`config.mk`:
```
export PLATFORM = sky130hd
export DESIGN_NAME = regfile_2r1w
export DESIGN_NICKNAME = d
export VERILOG_FILES = /design/src/rtl/regfile_2r1w.sv
export SDC_FILE = /design/constraint.sdc
export NUM_CORES = 1
export LEC_CHECK = 0
export ABC_AREA = 1
export CAP_MARGIN = 10
export CORE_MARGIN = 10
export CORE_UTILIZATION = 58
export CTS_CLUSTER_DIAMETER = 30
export DETAILED_ROUTE_END_ITERATION = 6
export DONT_BUFFER_PORTS = 1
export GPL_ROUTABILITY_DRIVEN = 0
export PLACE_DENSITY = 0.83
export SYNTH_ARGS = -nofsm -noshare
export SYNTH_HDL_FRONTEND = slang
export SYNTH_SLANG_ARGS = --single-unit
```
`constraint.sdc`:
```
create_clock -name clk -period 1.4 [get_ports clk]
set_input_delay 0.28 -clock clk [delete_from_list [all_inputs] [get_ports clk]]
set_output_delay 0.28 -clock clk [all_outputs]
set_load 0.01 [all_outputs]
```
`src/rtl/regfile_2r1w.sv`:
```
// ---------------------------------------------------------------------------
// regfile_2r1w
//
// Parametrised register file with two combinational read ports, one
// synchronous write port and a hardware clear sequencer.
//
// Every entry is loaded with RESET_VAL by the asynchronous reset.  A clear
// request starts a sweep that rewrites RESET_VAL into one entry per clock,
// starting at entry 0 and ending at entry DEPTH-1.  While the sweep runs,
// `busy` is high.  Any write request made while `busy` is high is dropped,
// and `wr_err` pulses for one cycle.
//
// Optional feature (compile-time macro):
//   REGFILE_BYPASS_EN - When defined, write-to-read forwarding is enabled.
//                       A write that will be accepted this cycle appears
//                       combinationally on any read port that addresses the
//                       same entry.
//
// Parameters:
//   DATA_W     width of each register in bits
//   ADDR_W     address width, DEPTH = 2**ADDR_W
//   RESET_VAL  value loaded by reset and by the clear sweep
//
// Ports:
//   clk        in   rising-edge clock
//   reset      in   asynchronous reset, active low
//   rd_addr_1  in   read port 1 address
//   rd_data_1  out  read port 1 data (combinational)
//   rd_addr_2  in   read port 2 address
//   rd_data_2  out  read port 2 data (combinational)
//   wr_en      in   write request, sampled at the rising edge
//   wr_addr    in   write address
//   wr_data    in   write data
//   clr_req    in   clear-sweep request, sampled at the rising edge
//   busy       out  high while the sweep runs (registered)
//   wr_err     out  one-cycle pulse: a write was dropped during the sweep
// ---------------------------------------------------------------------------
module regfile_2r1w #(
  parameter int                 DATA_W    = 8,
  parameter int                 ADDR_W    = 3,
  parameter logic [DATA_W-1:0]  RESET_VAL = '0
) (
  input  logic              clk,
  input  logic              reset,
  input  logic [ADDR_W-1:0] rd_addr_1,
  output logic [DATA_W-1:0] rd_data_1,
  input  logic [ADDR_W-1:0] rd_addr_2,
  output logic [DATA_W-1:0] rd_data_2,
  input  logic              wr_en,
  input  logic [ADDR_W-1:0] wr_addr,
  input  logic [DATA_W-1:0] wr_data,
  input  logic              clr_req,
  output logic              busy,
  output logic              wr_err
);

  localparam int DEPTH = 2 ** ADDR_W;
  localparam logic [ADDR_W-1:0] LAST_PTR = ADDR_W'(DEPTH - 1);
  localparam logic [ADDR_W-1:0] PTR_ONE  = ADDR_W'(1);

  typedef enum logic {
    ST_IDLE  = 1'b0,
    ST_SWEEP = 1'b1
  } state_e;

  state_e              state_q, state_d;
  logic [ADDR_W-1:0]   ptr_q, ptr_d;
  logic                busy_q, busy_d;
  logic                wr_err_q, wr_err_d;
  logic [DATA_W-1:0]   mem_q [DEPTH];
  logic [DATA_W-1:0]   mem_d [DEPTH];

  // A write is only taken when the sweep is not running; busy_q mirrors
  // the SWEEP state, so it can serve as the gate directly.
  logic                wr_accept_s;
  assign wr_accept_s = wr_en & ~busy_q;

  // Sweep sequencer next-state: IDLE waits for clr_req, SWEEP walks ptr
  // across every entry and leaves on the edge that clears the last one.
  always_comb begin
    state_d = state_q;
    ptr_d   = ptr_q;
    case (state_q)
      ST_IDLE: begin
        if (clr_req) begin
          state_d = ST_SWEEP;
          ptr_d   = '0;
        end else begin
          state_d = ST_IDLE;
          ptr_d   = '0;
        end
      end
      ST_SWEEP: begin
        // clr_req is deliberately ignored here: no restart, no queuing.
        // ptr wraps to 0 naturally on the final increment.
        ptr_d = ptr_q + PTR_ONE;
        if (ptr_q == LAST_PTR) begin
          state_d = ST_IDLE;
        end else begin
          state_d = ST_SWEEP;
        end
      end
      default: begin
        state_d = ST_IDLE;
        ptr_d   = '0;
      end
    endcase
  end

  // Registered status outputs: busy follows the next state so it is high
  // from the request edge up to the edge that clears the last entry.
  always_comb begin
    busy_d   = (state_d == ST_SWEEP);
    wr_err_d = wr_en & busy_q;
  end

  // Storage next value: a sweep write takes priority, otherwise an accepted
  // write. A write accepted in the same cycle as clr_req still lands here;
  // the sweep later overwrites it.
  always_comb begin
    for (int i = 0; i < DEPTH; i++) begin
      mem_d[i] = mem_q[i];
    end
    if (state_q == ST_SWEEP) begin
      mem_d[ptr_q] = RESET_VAL;
    end else if (wr_accept_s) begin
      mem_d[wr_addr] = wr_data;
    end else begin
      mem_d[wr_addr] = mem_q[wr_addr];
    end
  end

  // State, pointer and status flops with asynchronous active-low reset.
  always_ff @(posedge clk or negedge reset) begin
    if (!reset) begin
      state_q  <= ST_IDLE;
      ptr_q    <= '0;
      busy_q   <= 1'b0;
      wr_err_q <= 1'b0;
    end else begin
      state_q  <= state_d;
      ptr_q    <= ptr_d;
      busy_q   <= busy_d;
      wr_err_q <= wr_err_d;
    end
  end

  // Register array; reset loads every entry, which also aborts a sweep.
  always_ff @(posedge clk or negedge reset) begin
    if (!reset) begin
      for (int i = 0; i < DEPTH; i++) begin
        mem_q[i] <= RESET_VAL;
      end
    end else begin
      for (int i = 0; i < DEPTH; i++) begin
        mem_q[i] <= mem_d[i];
      end
    end
  end

`ifdef REGFILE_BYPASS_EN
  // Read ports with forwarding: only a write that will actually be accepted
  // is forwarded, so dropped writes during the sweep are never visible.
  assign rd_data_1 = (wr_accept_s && (rd_addr_1 == wr_addr)) ? wr_data : mem_q[rd_addr_1];
  assign rd_data_2 = (wr_accept_s && (rd_addr_2 == wr_addr)) ? wr_data : mem_q[rd_addr_2];
`else
  // Read ports without forwarding: the pre-write value is shown until the
  // accepting edge has passed.
  assign rd_data_1 = mem_q[rd_addr_1];
  assign rd_data_2 = mem_q[rd_addr_2];
`endif

  assign busy   = busy_q;
  assign wr_err = wr_err_q;

endmodule

```
* Word-level counts from Yosys, hierarchy flattened
Cells that the tools add are included.
** Cells by class
- $add $sub $neg :: 1
- Magnitude comparators :: 6
- Equal/unequal tests :: 1
- Mux-type cells :: 21
- Bitwise operators :: 9
- Reductions and logical operators :: 2
** Operators with widths (number)
- bitwise mux 64 bit :: 2
- two-way mux 64 bit :: 2
- binary-select mux 8 bit (select 3 bit) :: 3
- AND 64 bit :: 1
- two-way mux 8 bit :: 8
- NOT 64 bit :: 1
- demux 8 bit (select 3 bit) :: 2
- greater-or-equal comparator 4 bit (second input constant) :: 4
- NOT 3 -> 4 bit :: 4
- < comparator 4 x 1 -> 1 bit (second input constant) :: 2
- case mux 3 bit (2 select lines) :: 1
- adder 3 x 1 -> 3 bit (second input constant) :: 1
- equality test 3 bit (second input constant) :: 1
- AND 1 bit :: 2
- logical AND 1 bit :: 2
- two-way mux 1 bit :: 2
- case mux 1 bit (2 select lines) :: 1
- NOT 1 bit :: 1
** Storage, ports and cells
- Register bits :: 69
- Input bits :: 21
- Output and inout bits :: 18

* Longest topological paths before layout
- Depth in word-level cells :: 8
- Depth in mapped cells :: 10
- Mapped depth without buffers :: 8

* Worst setup path before layout
Ideal clock, no wire load.
- Path type :: reg2reg
- From :: reg busy_q, in the netlist busy
- To :: reg mem_q[13] (netlist bit)
- Setup time :: 117 ps
- Data arrival time :: 1304 ps
- Setup slack :: -21 ps
- Cell stages (with the launch flop) :: 8
- Clock period less this slack :: 1421 ps
- Cells stage by stage :: dfrtp_1 > inv_1 > nand2_1 > buf_2 > nor2_1 > nor2_1 > nand2_1 > nand2_1
** On the way
- Word-level cells in the longest chain between the ends :: 4
** Ends and longest elaborated chain
- start: declaration :: line 68 : logic busy_q, busy_d;
- start signal: assignment :: line 143 : busy_q <= busy_d;
- NOT 1 bit
- AND 1 bit :: line 76 : assign wr_accept_s = wr_en & ~busy_q;
- two-way mux 64 bit :: line 126 : end else if (wr_accept_s) begin
- two-way mux 64 bit * :: line 124 : if (state_q == ST_SWEEP) begin
- end signal: indexed assignment :: line 156 : mem_q[i] <= mem_d[i];
- end: declaration :: line 70 : logic [DATA_W-1:0] mem_q [DEPTH];
Mark *: on every way between the ends. The rest lies on a longest branch, timed or not.

* Worst setup path after layout
- From :: reg mem_q[18] (netlist bit)
- To :: out rd_data_1[2]
** On the way
- Word-level cells in the longest chain between the ends :: 3
** Ends and longest elaborated chain
- binary-select mux 8 bit (select 3 bit) :: line 169 : assign rd_data_1 = mem_q[rd_addr_1];
- two-way mux 8 bit (not written as such) (2 in series) :: line 169
- end: declaration :: line 46 : output logic [DATA_W-1:0] rd_data_1,
Every way passes these cells. The select of a mux whose other input is x is not followed.

==> run_results.csv <==
group,metric,value,unit
outcome,run_status,"complete, but fails checks",
outcome,violations,"DRC, hold timing, setup timing",
finish,seqCellArea,0.001735,mm^2
sta,whs,-397.2,ps
sta,fin_crit,1670,ps
grt,grt_pass1_wl,27760,um
detailed_routing,via_per_inst,6.119,
sta,maxSlewHeadroom,61.97,%
sta,rsz0062_at_grt,"true",
critical_path,path_class,"reg2out",
grt,first_global_vias,5359,
grt,grtUsageTotal,27.30,%
synthesis,synth_top_cell_area_share,35.55,%
detailed_routing,routedWlPerCell,19.07,um
synthesis,synth_cell_types,23,
sta,setup_viol,25,
clock_tree,cts_buffers,9,
critical_path,cp-end-kind,"output port",
detailed_routing,drc,4,
synthesis,seq_area_frac_synth,35.55,%
detailed_routing,vias,5960,
sta,fmax,0.5988,GHz
finish,antennaDiodeCount,0,
detailed_routing,ant_nets,0,
grt,overflow,0,
finish,fillers,602,
critical_path,r2r-start,"busy",
job,cap_viol_max_count,0,
critical_path,crit_arrival,1390,ps
floorplanning,ioPinCount,39,
synthesis,synth_edf_count,0,
synthesis,yosys_warnings,0,
power_and_ir_drop,power.density,1661,mW/mm^2
synthesis,async_reset_ff_share,100.0,%
synthesis,synth.top_cells.by_count,"nand2_1 (350), nor2_1 (116), o21ai_0 (85)",
sta,finalWorstSetupSlack,-270.1,ps
finish,fin_nets,887,
synthesis,syn_area,0.004857,mm^2
clock_tree,clock_sinks,69,
finish,area_growth,23.80,%
synthesis,synth.avg_cell_area,5.938,um^2
grt,gr-usage-met3,9.071,%
worst_hold_path,worstHoldPathType,"in2async",
clock_tree,clkSlewWorstSetupHoldPaths,90,ps
critical_path,r2r.worst_path.cells,8,
finish,drive_gt1_share,24.97,%
grt,grt_max_degree,70,
detailed_routing,drt_iter0_markers,962,
clock_tree,clockBufferDepth,2,
clock_tree,cts_tree,"done",
placed_design,dp_hpwl,12490,um
grt,grt-busiest-layer,"met2",
clock_tree,cts_root_buf,"clkbuf_8",
critical_path,critPathLaunchType,"register",
floorplanning,start_util,59.41,%
floorplanning,dieWidth,111.5,um
power_and_ir_drop,p_total,0.009986,W
sta,slew_viol_final,0,
critical_path,rr_endpoint,"mem_q[26]",
clock_tree,htreeDepth,3,
synthesis,netlist.top_cell.by_area,"dfrtp_1",
grt,antenna_found_initial,0,
synthesis,postSynthCellCount,818,
detailed_routing,routed_wl,18580,um
synthesis,synth.most_common_cell,"nand2_1",
grt,grt_util_met2,40.72,%
grt,grt_use_met1,35.09,%
synthesis,synth-seq-cells,69,
synthesis,synth-main-ff-cell,"dfrtp_1",
critical_path,cp.required,1120,ps
sta,post-route-period-util,119.3,%
critical_path,reg2reg_slack,-30,ps
finish,post-route-util,73.55,%
placed_design,portBuffers,0,
synthesis,synthesis.nets,841,
floorplanning,chipHeight,111.5,um
synthesis,synth.area.top_cells,"dfrtp_1 (36%), nand2_1 (27%), nor2_1 (9.0%)",
floorplanning,dieArea,0.01243,mm^2
critical_path,crit_path_max_fanout,3,
power_and_ir_drop,irDropWorstVdd,1.112,mV
floorplanning,core,0.008175,mm^2
floorplanning,rows,33,
sta,hold_violations,69,
detailed_routing,dr.pass1.iters,7,
power_and_ir_drop,p_leak,3.265,nW
sta,worst_slew_pin_slew,569.8,ps
sta,clock_skew,12.06,ps
finish,multi_input_area,0.003047,mm^2
clock_tree,clk_latency,360,ps
==> metal layers <==
layer  up-vias  wire (um)
li1       2661          -
met1      2658       6538
met2       498       7999
met3       143       2853
met4         0       1185
met5         -          0
==> placed cells by master (no fill, tap or decap), types with 9 or more instances in the layout <==
cell and instances:
buf_6 13, a21oi_2 30, o21ai_0 35, nand3_1 27
o21ai_1 52, buf_4 45, dfrtp_1 62, nor2_2 13
clkbuf_8 9, nand2_1 313, inv_2 27, nor2_1 103
nand2_2 38, inv_1 37, a21oi_1 18
==> metrics by stage <==
stage          instance area, um^2  TNS (ps)  cells  setup slack, ps  hold slack (ps)
2_1_floorplan                 4862    -621.9    818           -19.03           -15.59
3_3_place_gp                  5244    -11930    938           -305.4           -12.30
3_5_place_dp                  5244    -15520    938           -372.4           -12.86
4_1_cts                       5647     -2786    964           -229.3           -394.9
6_report                      6013     -3416    974           -270.1           -397.2
5_1_grt                       6013     -5606    974           -382.6           -410.6
==> layout make-up <==
cell class / instances / share of cell area (%)
Clock buffer: 9 / 2.060
Clock inverter: 7 / 1.352
Inverter: 65 / 4.120
Multi-Input combinational cell: 652 / 50.67
Sequential cell: 69 / 28.86
Tap cell: 105 / 2.185
Timing Repair Buffer: 66 / 10.63
Timing Repair inverter: 1 / 0.1248
==> sequential cells by signal (all words and copies together), names as in the netlist <==
name	count
busy	1
mem_q	64
ptr_q	3
wr_err	1
==> worst max-delay path by stage <==
stage	depth (start not counted)	startpoint	endpoint
floorplan	7	busy	mem_q[13]
global placement	8	wr_addr[1]	mem_q[7]
detailed placement	8	wr_addr[1]	mem_q[23]
CTS	6	mem_q[18]	rd_data_1[2]
global route	6	mem_q[18]	rd_data_1[2]
finish	6	mem_q[18]	rd_data_1[2]
==> critical path, stage by stage (launching register included) <==
cell and delay [ps]:
dfrtp_2 430, inv_2 60, a21oi_2 120, o21ai_1 100, o21ai_1 130, nand2_1 90, nand2_2 90
==> where the power goes <==
group,internal (W),switching [W],total (W)
Clock,0.000843,0.000851,0.00169
Combinational,0.00180,0.00278,0.00458
Sequential,0.00273,0.000985,0.00371
==> what timing repair did <==
action                                  in CTS  in global routing
setup buffers                               13                 10
endpoints found under the setup margin      58                 77
cloned                                       0                  2
endpoints found under the hold margin       69                 69
pin swaps                                   34                 48
gates resized for setup                     98                 98
==> cell families (layout without fill, tap and decap cells) <==
family / after synthesis / in the layout / share of synthesized area [%]
AND/OR/NAND/NOR: 508 / 508 / 40.91
adder cells (fa/ha/maj): 2 / 2 / 0.5151
buffers and inverters: 97 / 148 / 8.114
AO/OA/AOI/OAI: 142 / 142 / 14.92
flip-flops: 69 / 69 / 35.55
(Power assumes the default switching activity.)
